`config.mk`:
```
export PLATFORM = sky130hd
export DESIGN_NAME = vc_rr_arbiter
export DESIGN_NICKNAME = d
export VERILOG_FILES = /design/src/rtl/vc_rr_arbiter_pkg.sv /design/src/rtl/vc_rr_pick.sv /design/src/rtl/vc_rr_arbiter.sv
export SDC_FILE = /design/constraint.sdc
export NUM_CORES = 1
export LEC_CHECK = 0
export BUFFER_PORTS_ARGS = -buffer_cell sky130_fd_sc_hd__buf_2
export CAP_MARGIN = 20
export CORE_MARGIN = 2
export CORE_UTILIZATION = 40
export CTS_BUF_LIST = sky130_fd_sc_hd__clkbuf_4 sky130_fd_sc_hd__clkbuf_8 sky130_fd_sc_hd__clkbuf_16
export DETAILED_ROUTE_END_ITERATION = 6
export GPL_ROUTABILITY_DRIVEN = 0
export PLACE_DENSITY_LB_ADDON = 0.05
export SKIP_CTS_REPAIR_TIMING = 1
export SYNTH_ARGS = -nofsm -noshare
export SYNTH_HDL_FRONTEND = slang
export SYNTH_SLANG_ARGS = --single-unit
export TNS_END_PERCENT = 5
```
`constraint.sdc`:
```
create_clock -name clk -period 6 [get_ports clk]
set_clock_uncertainty 0.1 [all_clocks]
set_input_delay 0.3 -clock clk [delete_from_list [all_inputs] [get_ports clk]]
set_output_delay 0.3 -clock clk [all_outputs]
set_load 0.02 [all_outputs]
```
`src/rtl/vc_rr_arbiter_pkg.sv`:
```
// Shared definitions for the VC round-robin arbiter: VC count, index type,
// one-hot FSM state encoding and the pointer-rotate helper.
package vc_rr_arbiter_pkg;

    localparam int NUM_VC = 4;
    localparam int VC_W   = 2;

    typedef logic [VC_W-1:0] vc_idx_t;

    typedef enum logic [3:0] {
        ST_IDLE  = 4'b0001,
        ST_BURST = 4'b0010,
        ST_HOLD  = 4'b0100,
        ST_ERR   = 4'b1000
    } state_e;

    // Round-robin successor; wraps 3 -> 0 through the 2-bit type.
    function automatic vc_idx_t next_vc(input vc_idx_t v);
        return v + vc_idx_t'(1);
    endfunction

endpackage

```
`src/rtl/vc_rr_pick.sv`:
```
// Combinational rotate-priority picker: first eligible VC scanning upward
// from ptr (mod NUM_VC).
module vc_rr_pick
    import vc_rr_arbiter_pkg::*;
(
    input  logic [NUM_VC-1:0] eligible,
    input  vc_idx_t           ptr,
    output logic              found,
    output vc_idx_t           idx
);

    vc_idx_t cand;

    always_comb begin
        found = 1'b0;
        idx   = ptr;
        cand  = ptr;
        for (int k = 0; k < NUM_VC; k++) begin
            cand = ptr + vc_idx_t'(k);
            if (!found && eligible[cand]) begin
                found = 1'b1;
                idx   = cand;
            end
        end
    end

endmodule

```
`src/rtl/vc_rr_arbiter.sv`:
```
// Weighted round-robin scheduler draining four VC FIFOs into one output FIFO.
// Optional per-VC read statistics are compiled in with `define ARB_STATS_EN.
module vc_rr_arbiter
    import vc_rr_arbiter_pkg::*;
#(
    parameter int DATA_W = 6,
    parameter int WT_W   = 3
) (
    input  logic                     clk,
    input  logic                     rst,
    input  logic                     enb,
    input  logic                     cfg_we,
    input  logic [1:0]               cfg_vc,
    input  logic [WT_W-1:0]          cfg_wt,
    input  logic [NUM_VC-1:0]        vc_empty,
    input  logic [NUM_VC-1:0]        continuar,
    input  logic                     out_almost_full,
    input  logic [NUM_VC-1:0]        error_full,
    input  logic [NUM_VC*DATA_W-1:0] vc_data,
    output logic [NUM_VC-1:0]        rd_en,
    output logic [DATA_W-1:0]        out_data,
    output logic                     out_wr,
    output logic [1:0]               grant_vc,
    output logic                     arb_err
`ifdef ARB_STATS_EN
    ,
    input  logic                     stats_clr,
    output logic [NUM_VC*16-1:0]     grant_cnt
`endif
);

    state_e            state_q, state_d;
    logic [WT_W-1:0]   cnt_q, cnt_d;
    vc_idx_t           grant_q, grant_d;
    vc_idx_t           ptr_q, ptr_d;
    logic [WT_W-1:0]   wt_q [NUM_VC];
    logic [WT_W-1:0]   wt_d [NUM_VC];
    logic              out_wr_q, out_wr_d;
    logic [NUM_VC-1:0] eligible;
    logic [NUM_VC-1:0] rd_en_c;
    logic              pick_found;
    vc_idx_t           pick_idx;

    always_comb begin
        for (int i = 0; i < NUM_VC; i++) begin
            eligible[i] = !vc_empty[i] && (wt_q[i] != '0) && !continuar[i];
        end
    end

    vc_rr_pick u_pick (
        .eligible (eligible),
        .ptr      (ptr_q),
        .found    (pick_found),
        .idx      (pick_idx)
    );

    // NOTE: every output of this block gets a default first so no path can infer a latch.
    always_comb begin
        state_d = state_q;
        cnt_d   = cnt_q;
        grant_d = grant_q;
        ptr_d   = ptr_q;
        rd_en_c = '0;
        wt_d    = wt_q;

        if (cfg_we && !enb) begin
            wt_d[cfg_vc] = cfg_wt;
        end

        if (error_full != '0) begin
            state_d = ST_ERR;
        end else begin
            case (state_q)
                ST_IDLE: begin
                    if (enb && pick_found) begin
                        rd_en_c[pick_idx] = 1'b1;
                        grant_d           = pick_idx;
                        cnt_d             = wt_q[pick_idx] - WT_W'(1);
                        // A weight-1 burst completes on the grant cycle itself.
                        if (wt_q[pick_idx] == WT_W'(1)) begin
                            ptr_d = next_vc(pick_idx);
                        end else begin
                            state_d = ST_BURST;
                        end
                    end
                end
                // HOLD behaves like BURST once almost_full clears, so both share one branch.
                ST_BURST, ST_HOLD: begin
                    if (enb && eligible[grant_q]) begin
                        if (out_almost_full) begin
                            state_d = ST_HOLD;
                        end else begin
                            rd_en_c[grant_q] = 1'b1;
                            cnt_d            = cnt_q - WT_W'(1);
                            if (cnt_q == WT_W'(1)) begin
                                state_d = ST_IDLE;
                                ptr_d   = next_vc(grant_q);
                            end else begin
                                state_d = ST_BURST;
                            end
                        end
                    end else begin
                        state_d = ST_IDLE;
                        ptr_d   = next_vc(grant_q);
                    end
                end
                ST_ERR:  state_d = ST_ERR;
                default: state_d = ST_IDLE;
            endcase
        end

        out_wr_d = |rd_en_c;
    end

    // The asynchronous reset must silence the combinational read enables at once.
    assign rd_en = rst ? rd_en_c : '0;

    // NOTE: sequential state uses non-blocking assignments only; the small weight
    // table is reset because its power-up value (all ones) is architecturally visible.
    always_ff @(posedge clk or negedge rst) begin
        if (!rst) begin
            state_q  <= ST_IDLE;
            cnt_q    <= '0;
            grant_q  <= '0;
            ptr_q    <= '0;
            out_wr_q <= 1'b0;
            for (int i = 0; i < NUM_VC; i++) begin
                wt_q[i] <= WT_W'(1);
            end
        end else begin
            state_q  <= state_d;
            cnt_q    <= cnt_d;
            grant_q  <= grant_d;
            ptr_q    <= ptr_d;
            out_wr_q <= out_wr_d;
            wt_q     <= wt_d;
        end
    end

    // grant_q still names the VC read last cycle, so it doubles as the data mux select.
    assign out_data = out_wr_q ? vc_data[int'(grant_q)*DATA_W +: DATA_W] : '0;
    assign out_wr   = out_wr_q;
    assign grant_vc = grant_q;
    assign arb_err  = (state_q == ST_ERR);

`ifdef ARB_STATS_EN
    logic [15:0] stat_q [NUM_VC];
    logic [15:0] stat_d [NUM_VC];

    always_comb begin
        for (int i = 0; i < NUM_VC; i++) begin
            stat_d[i] = stat_q[i];
            if (stats_clr) begin
                stat_d[i] = '0;
            end else if (rd_en[i] && stat_q[i] != 16'hFFFF) begin
                stat_d[i] = stat_q[i] + 16'd1;
            end
            grant_cnt[i*16 +: 16] = stat_q[i];
        end
    end

    always_ff @(posedge clk or negedge rst) begin
        if (!rst) begin
            for (int i = 0; i < NUM_VC; i++) begin
                stat_q[i] <= '0;
            end
        end else begin
            stat_q <= stat_d;
        end
    end
`endif

endmodule

```
==> impl_metrics.csv, run 1 <==
group,metric,value,unit
status,status,"finished clean",
sta,worstMarginPinSlew,686,ps
sta,fmax,316,MHz
clock_network,cts_max_level,1,
sta,drv_slew,0,
synth,ys_seq_area_frac,0.328,
floorplanning,initial_core_util,0.419,
clock_network,root_buffer,"clkbuf_8",
drt,drcViolationCount,0,
floorplanning,core_area,4410,µm²
synth,postSynthCellCount,181,
floorplanning,row_count,24,
power,leakage,1.00,nW
power,pwr-share-comb,0.285,
clock_network,clk_latency,270,ps
sta,finalCriticalPeriod,3160,ps
synth,synth_flop_cell,"dfrtp_1",
sta,fin_crit_sh,0.527,
cells_and_area,num-nets-final,292,
power,vdd_drop_max,161,µV
drt,dr_total_vias,1702,
clock_network,cts.clk_slew.worst_paths,90,ps
worst_setup_path,crit_arrival,3220,ps
floorplanning,die_x,72.0,µm
grt,grt_overflow_total,0,
worst_setup_path,path_max_fanout,9,
job,maxCapViolations,0,
drt,ant_nets,0,
min_path,hold_path_class,"in -> reg",
place,dpl.hpwl,3930,µm
power,switchingPower,0.000144,W
clock_network,cts_buffers,3,
synth,async_flop_share,1.00,
worst_setup_path,critical_path_class,"reg -> reg",
drt,wl_met2,2310,µm
drt,wl_met1,2220,µm
synth,synthesis.area,1850,µm²
floorplanning,die_y,72.0,µm
worst_setup_path,critPathLaunchType,"register",
cells_and_area,drive_gt1_frac,0.427,
grt,grt_max_degree,28,
clock_network,clockBufferDepth,2,
synth,synth_fp_nets,231,
sta,setup_tns,0,ps
synth,synth-seq-cells,24,
place,io_buffers,59,
synth,synth_edf_count,0,
sta,setup_viol,0,
drt,drt-pass1-iter-count,4,
power,seqPwrFrac,0.415,
worst_setup_path,required,6060,ps
cells_and_area,area_delta_synth_final,22.3,%
power,p_int,0.000339,W
sta,rsz0062_at_grt,"false",
floorplanning,ios,60,
synth,synth_warnings,0,
synth,syn_area_per_cell,10.2,µm²
clock_network,cts.sinks,24,
drt,met3_length,345,µm
power,clock_power_share,0.301,
worst_setup_path,setup.worst_path.end_class,"register",
drt,drt_iter0_drc,115,
floorplanning,fp.dieArea,5180,µm²
drt,routed_wl,4970,µm
grt,grt_pass1_vias,1701,
grt,grt_usage,0.197,
grt,grt_pass1_wl,8020,µm
drt,via_per_inst,5.81,
worst_setup_path,reg2reg_slack,2840,ps
sta,slew_headroom,0.543,
cells_and_area,final_cell_mix,"buf_2 (59), dfrtp_1 (19), nand2_1 (16)",
sta,fin_hold_ws,204,ps
cells_and_area,diodes,0,
clock_network,cts_tree,"yes",
sta,finalHoldViolCount,0,
cells_and_area,n_fill_cell,420,
power,power_per_cell_area,214,nW/µm²
power,swShare,0.297,
grt,grt_antenna_before_repair,0,
cells_and_area,final_common_cell,"buf_2",
drt,avgRoutedWirePerCell,17.0,µm
drt,dr.max_layer_used,"met4",
synth,synth.distinct_cells,56,
-- sequential cells by signal (all words and copies together), names as in the netlist --
signal and cells:
state_q 4, grant_vc 2, wt_q 12, out_wr 1
cnt_q 3, ptr_q 2
-- worst max-delay path: stages (launching register included) --
cell and delay [ps]:
dfstp_2 400, or3_1 490, a221oi_1 460, o221ai_4 250, mux2_2 340, o21ai_0 270
ha_1 260, a31o_4 170, mux2_4 290
-- power by group through the flow --
stage	Sequential (W)	Combinational [W]	Clock (W)
after CTS	0.000200	0.000138	0.000148
after global routing	0.000202	0.000152	0.000155
after floorplan	0.000197	0.000100	0
after detailed placement	0.000203	0.000136	0
final	0.000200	0.000137	0.000145
after global placement	0.000200	0.000133	0
-- stage by stage --
stage / power (W) / setup WS [ps] / std cells / cell area [µm²] / utilization
2_1_floorplan: 0.000297 / 3090 / 181 / 1850 / -
3_3_place_gp: 0.000333 / 2930 / 287 / 2170 / 0.493
3_5_place_dp: 0.000339 / 2900 / 287 / 2170 / 0.493
4_1_cts: 0.000486 / 2810 / 291 / 2250 / 0.509
5_1_grt: 0.000509 / 2590 / 293 / 2260 / 0.512
6_report: 0.000483 / 2840 / 293 / 2260 / 0.512
-- cell usage after synthesis (all sizes together), types with 5 or more instances --
| library cell | number | area [µm²] |
|---|---|---|
| mux2i | 6 | 60.1 |
| nor2 | 9 | 33.8 |
| inv | 6 | 22.5 |
| mux2 | 16 | 191 |
| nand2 | 16 | 60.1 |
| o21ai | 8 | 40.0 |
| and2 | 9 | 58.8 |
| nor3 | 7 | 40.0 |
| dfstp | 5 | 131 |
| dfrtp | 19 | 475 |
| a21oi | 8 | 40.0 |
| mux4 | 6 | 135 |
-- final cells by class --
cell class / instances / area (µm²) / share of cell area
Clock buffer: 3 / 41.3 / 0.0183
Clock inverter: 1 / 30.0 / 0.0133
Inverter: 6 / 22.5 / 0.00996
Multi-Input combinational cell: 145 / 1180 / 0.521
Sequential cell: 24 / 607 / 0.268
Tap cell: 52 / 65.1 / 0.0288
Timing Repair Buffer: 62 / 318 / 0.141
-- per-layer routing --
layer,track usage,vias to the layer above
met2,0.332,75
met5,0,-
met3,0.0333,10
met1,0.254,804
li1,-,813
met4,0.0755,0
-- cells by family (layout without fill, tap and decap cells) --
family          Yosys count  in the layout  share of synthesized area
fa+ha+maj                 4              4                     0.0271
flops                    24             24                      0.328
xor+xnor                  4              4                     0.0190
buf+inv                  12             72                     0.0345
simple gates             68             68                      0.203
mux                      28             28                      0.209
compound gates           41             41                      0.179
-- worst paths after layout --
| path | start | endpoint | depth (start not counted) |
|---|---|---|---|
| worst max-delay path | wt_q[0]$_DFFE_PN1P_ | ptr_q[1]$_DFFE_PN0P_ | 8 |
| worst min-delay path | out_almost_full | state_q[2]$_DFFE_PN0P_ | 2 |
| worst max register to register | wt_q[0]$_DFFE_PN1P_ | ptr_q[1]$_DFFE_PN0P_ | 8 |
| worst min register to register | wt_q[5]$_DFFE_PN0P_ | wt_q[5]$_DFFE_PN0P_ | 1 |
| max in group asynchronous | rst | state_q[2]$_DFFE_PN0P_ | 2 |
| min in group asynchronous | rst | wt_q[4]$_DFFE_PN0P_ | 2 |
Power figures use the tool's default switching activity.
==> run 2, diff against run 1 <==
==> constraint.sdc (replaced) <==
create_clock -name clk -period 2.7 [get_ports clk]
set_clock_uncertainty 0.1 [all_clocks]
set_input_delay 0.135 -clock clk [delete_from_list [all_inputs] [get_ports clk]]
set_output_delay 0.135 -clock clk [all_outputs]
set_load 0.02 [all_outputs]
==> run 2 against run 1 <==
The flow now finishes with violations (negative setup slack); sequential share of layout area is 3.7 points lower; global-route usage is 1.1 points higher; sequential cell count stayed put; hold slack worse by 170 ps; clock power is 120% higher; maximum frequency is 17% higher; worst setup slack worse by 2800 ps; cell count is 10% higher; non-clock buffer count is 30 higher; power grew to 2.6 times the previous value; critical path depth stayed put; utilization is 8.2 points higher; critical path type unchanged; largest power group is now combinational logic.
==> impl_metrics.csv, run 2 (same netlist as run 1, synthesis figures left out) <==
group,metric,value,unit
floorplanning,ios,60,
drt,avgRoutedWirePerCell,16.2,µm
cells_and_area,largest_reg_flops,12,
worst_setup_path,startpoint,"wt_q[0]$_DFFE_PN1P_",
status,violations,"negative setup slack",
worst_setup_path,required,2760,ps
sta,rsz0062_at_grt,"true",
power,clock_power_share,0.257,
min_path,min_from,"out_almost_full",
clock_network,cts_max_level,1,
drt,via_per_inst,5.66,
floorplanning,fp.dieArea,5180,µm²
clock_network,cts.sinks,24,
cells_and_area,largest-register,"wt_q",
worst_setup_path,rr_startpoint,"wt_q[0]$_DFFE_PN1P_",
worst_setup_path,regToRegEndpoint,"ptr_q[0]$_DFFE_PN0P_",
power,switchingPower,0.000365,W
power,pwr-share-comb,0.391,
worst_setup_path,reg2reg_slack,-10,ps
sta,fin_crit_sh,1.00,
floorplanning,core_area,4410,µm²
power,leakage,1.17,nW
worst_setup_path,critPathCapture,"ptr_q[0]$_DFFE_PN0P_",
clock_network,clk_latency,270,ps
drt,drt-pass1-iter-count,4,
clock_network,root_buffer,"clkbuf_8",
sta,setup_ws,-9.85,ps
sta,finalHoldViolCount,0,
cells_and_area,final_common_cell,"buf_2",
grt,grt_antenna_before_repair,0,
power,seqPwrFrac,0.352,
cells_and_area,area_delta_synth_final,41.9,%
drt,drcViolationCount,0,
grt,grt_max_degree,28,
power,vdd_drop_max,394,µV
worst_setup_path,crit_arrival,2770,ps
worst_setup_path,reg2regPathDepth,8,
sta,finalCriticalPeriod,2710,ps
grt,grt_pass1_wl,8480,µm
sta,slew_headroom,0.574,
sta,drv_slew,0,
power,power_per_cell_area,474,nW/µm²
cells_and_area,num-nets-final,322,
power,p_int,0.000879,W
floorplanning,die_y,72.0,µm
cells_and_area,instances_no_fill,323,
place,io_buffers,59,
worst_setup_path,critPathLaunchType,"register",
place,place_inst,315,
grt,grt_overflow_total,0,
floorplanning,die_x,72.0,µm
drt,ant_nets,0,
grt,grt_pass1_vias,1828,
drt,dr_total_vias,1827,
cells_and_area,final_cell_mix,"buf_2 (57), buf_4 (31), dfrtp_1 (19)",
floorplanning,initial_core_util,0.419,
place,dpl.hpwl,4230,µm
clock_network,clockBufferDepth,2,
worst_setup_path,setup.worst_path.end_class,"register",
sta,worstMarginPinSlew,636,ps
sta,setup_viol,2,
clock_network,cts_tree,"yes",
grt,grt_usage,0.208,
clock_network,cts.clk_slew.worst_paths,90,ps
cells_and_area,drive_gt1_frac,0.557,
drt,drt_iter0_drc,102,
worst_setup_path,path_max_fanout,7,
worst_setup_path,critical_path_class,"reg -> reg",
drt,routed_wl,5230,µm
min_path,hold_path_class,"in -> reg",
status,status,"finished with violations",
clock_network,cts_buffers,3,
job,maxCapViolations,0,
sta,fmax,369,MHz
cells_and_area,utilization,0.594,
floorplanning,row_count,24,
cells_and_area,diodes,0,
cells_and_area,top_regs,"wt_q: 12 flops, state_q: 4 flops, cnt_q: 3 flops",
power,swShare,0.293,
## run 2: cell types whose count changed in the layout (fill, tap and decap cells not counted), sizes merged
cell    previous run  this run
buf               60        91
clkbuf             4         3
## run 2: worst min-delay path by stage
| stage | slack [ps] | end | cells past startpoint |
|---|---|---|---|
| final | 40 | state_q[2]$_DFFE_PN0P_ | 2 |
| after global routing | 60 | wt_q[4]$_DFFE_PN0P_ | 2 |
| after CTS | -220 | grant_vc[1]$_DFFE_PN0P_ | 1 |
| after detailed placement | 80 | grant_vc[0]$_DFFE_PN0P_ | 1 |
| after global placement | 70 | grant_vc[0]$_DFFE_PN0P_ | 1 |
| after floorplan | -260 | cnt_q[0]$_DFFE_PN0P_ | 0 |
## run 2: worst max-delay path, stage by stage (launching register included)
cell and delay, ps:
dfstp_2 380, or3_4 420, a221oi_4 320, o221ai_4 220, mux2_4 340, o21ai_2 150
ha_2 210, a31o_4 160, mux2_4 290
## run 2: stage by stage
stage	instance area, µm²	setup TNS [ps]	hold slack (ps)	worst slack [ps]	total power [W]
finish	2620	-14.9	36.6	-9.85	0.00124
detailed placement	2410	-475	77.6	-144	0.000870
CTS	2480	-712	-221	-162	0.00119
global placement	2410	-308	70.9	-101	0.000858
global route	2620	-295	57.3	-67.5	0.00131
floorplan	1870	-33.5	-261	-16.7	0.000673
## run 2: cell type report
class / instances / area, µm²
inverters: 6 / 22.5
flip-flops and latches: 24 / 607
fillers: 390 / 1790
repair buffers: 92 / 562
multi-input cells: 145 / 1290
clock inverters: 1 / 30.0
clock buffers: 3 / 41.3
well taps: 52 / 65.1
## run 2: power groups by stage
stage	logic (W)	registers (W)	clock network [W]
2_1_floorplan	0.000236	0.000437	0
3_3_place_gp	0.000419	0.000439	0
3_5_place_dp	0.000429	0.000441	0
4_1_cts	0.000430	0.000434	0.000326
5_1_grt	0.000530	0.000442	0.000340
6_report	0.000486	0.000438	0.000320
## run 2: metal layers
metal,up-vias,global-route usage,wire [µm]
li1,879,-,-
met1,882,0.248,2180
met2,62,0.393,2700
met3,4,0.0306,307
met4,0,0.0482,44
met5,-,0,0
==> run 3, diff against run 2 <==
==> constraint.sdc (replaced) <==
create_clock -name clk -period 2.6 [get_ports clk]
set_clock_uncertainty 0.1 [all_clocks]
set_input_delay 0.13 -clock clk [delete_from_list [all_inputs] [get_ports clk]]
set_output_delay 0.13 -clock clk [all_outputs]
set_load 0.02 [all_outputs]
==> run 3 against run 2 <==
The flow still finishes with violations (negative setup slack); cell area rose by 1.0%; sequential cell count did not move; largest power group unchanged; via count grew 2.3%.
==> impl_metrics.csv, run 3 (same netlist as run 1, synthesis figures left out) <==
group,metric,value,unit
status,status,"finished with violations",
status,violations,"negative setup slack",
floorplanning,core_area,4410,µm²
sta,fmax,371,MHz
place,detailedPlace.worstSlack,-210,ps
clock_network,clockBufferDepth,2,
power,clock_power_share,0.249,
sta,worstMarginPinSlew,601,ps
sta,slew_headroom,0.600,
floorplanning,ios,60,
worst_setup_path,crit_arrival,2750,ps
floorplanning,row_count,24,
worst_setup_path,critPathLaunchType,"register",
clock_network,cts_tree,"yes",
worst_setup_path,required,2660,ps
clock_network,cts_buffers,3,
sta,setup_ws,-95.4,ps
cells_and_area,largest-register,"wt_q",
power,leakage,1.21,nW
place,io_buffers,59,
cells_and_area,diodes,0,
cells_and_area,multiInputGateArea,1270,µm²
grt,grt_pass1_wl,8810,µm
grt,grt_usage,0.217,
job,maxCapViolations,0,
cells_and_area,utilization,0.600,
min_path,hold_path_class,"in -> reg",
clock_network,cts.sinks,24,
clock_network,clk_latency,270,ps
worst_setup_path,path_max_fanout,7,
floorplanning,initial_core_util,0.419,
grt,grt_max_degree,28,
sta,fin_hold_ws,47.8,ps
cells_and_area,final_common_cell,"buf_2",
cells_and_area,top_regs,"wt_q: 12 flops, state_q: 4 flops, cnt_q: 3 flops",
cells_and_area,largest_reg_flops,12,
power,power_per_cell_area,491,nW/µm²
sta,finalHoldViolCount,0,
drt,routed_wl,5390,µm
sta,fin_crit_sh,1.04,
floorplanning,die_y,72.0,µm
cells_and_area,seq_area,607,µm²
cells_and_area,area_delta_synth_final,43.4,%
power,swShare,0.289,
drt,drt_iter0_drc,126,
worst_setup_path,critical_path_class,"reg -> reg",
drt,drcViolationCount,0,
cells_and_area,final_cell_mix,"buf_2 (57), buf_4 (41), dfrtp_1 (19)",
floorplanning,fp.dieArea,5180,µm²
grt,grt_pass1_vias,1916,
drt,via_per_inst,5.65,
drt,drt-pass1-iter-count,4,
power,switchingPower,0.000376,W
cells_and_area,n_fill_cell,394,
clock_network,root_buffer,"clkbuf_8",
power,seqPwrFrac,0.347,
sta,drv_slew,0,
power,pwr-share-comb,0.404,
grt,grt_overflow_total,0,
sta,finalCriticalPeriod,2700,ps
sta,setup_viol,6,
place,dpl.hpwl,4370,µm
cells_and_area,num-nets-final,330,
power,fin_total_pwr,0.00130,W
drt,avgRoutedWirePerCell,16.3,µm
cells_and_area,drive_gt1_frac,0.548,
floorplanning,die_x,72.0,µm
drt,dr_total_vias,1869,
clock_network,cts.clk_slew.worst_paths,90,ps
clock_network,cts_max_level,1,
power,vdd_drop_max,354,µV
worst_setup_path,setup.worst_path.end_class,"register",
sta,rsz0062_at_grt,"true",
grt,grt_antenna_before_repair,0,
drt,ant_nets,0,
power,p_int,0.000924,W
run 3: routing by layer:
metal / part of all wire / track usage / vias up
met5: 0 / 0 / -
met4: 0.0070 / 0.0482 / 0
met3: 0.073 / 0.0458 / 4
met2: 0.51 / 0.398 / 83
met1: 0.41 / 0.261 / 890
li1: - / - / 892
run 3: final timing paths:
check,cells past startpoint,from,slack (ps),end
setup / recovery,10,wt_q[6]$_DFFE_PN1P_,-100,ptr_q[0]$_DFFE_PN0P_
hold / removal,2,out_almost_full,50,state_q[2]$_DFFE_PN0P_
setup reg to reg,10,wt_q[6]$_DFFE_PN1P_,-100,ptr_q[0]$_DFFE_PN0P_
hold reg to reg,2,cnt_q[1]$_DFFE_PN0P_,460,cnt_q[1]$_DFFE_PN0P_
max in group asynchronous,2,rst,1700,wt_q[11]$_DFFE_PN0P_
min in group asynchronous,2,rst,300,ptr_q[0]$_DFFE_PN0P_
run 3: critical path: stages, from the launching register on:
cell and delay (ps):
dfstp_2 540, nor3_2 40, buf_4 140, o32ai_1 250, buf_4 180, o221ai_4 190
mux2_4 360, o21ai_4 130, ha_2 200, a31o_4 160, mux2_4 290
run 3: power groups by stage:
stage / Sequential [W] / Clock (W) / Combinational, W
after floorplan: 0.000454 / 0 / 0.000245
after global placement: 0.000451 / 0 / 0.000477
after detailed placement: 0.000453 / 0 / 0.000490
after CTS: 0.000446 / 0.000337 / 0.000492
after global routing: 0.000455 / 0.000354 / 0.000573
final: 0.000451 / 0.000324 / 0.000525
run 3: area by class of cell:
class	count	share of cell area
clock buffers	3	0.0156
clock inverters	1	0.0113
inverters	6	0.00850
multi-input cells	145	0.479
flip-flops and latches	24	0.229
well taps	52	0.0246
repair buffers	100	0.232
run 3: per-stage QoR:
step                instances  TNS, ps  area (µm²)
finish                    331     -313        2650
detailed placement        326     -831        2490
CTS                       330    -1520        2560
floorplan                 181     -274        1870
global placement          326     -307        2490
global route              331    -1470        2650
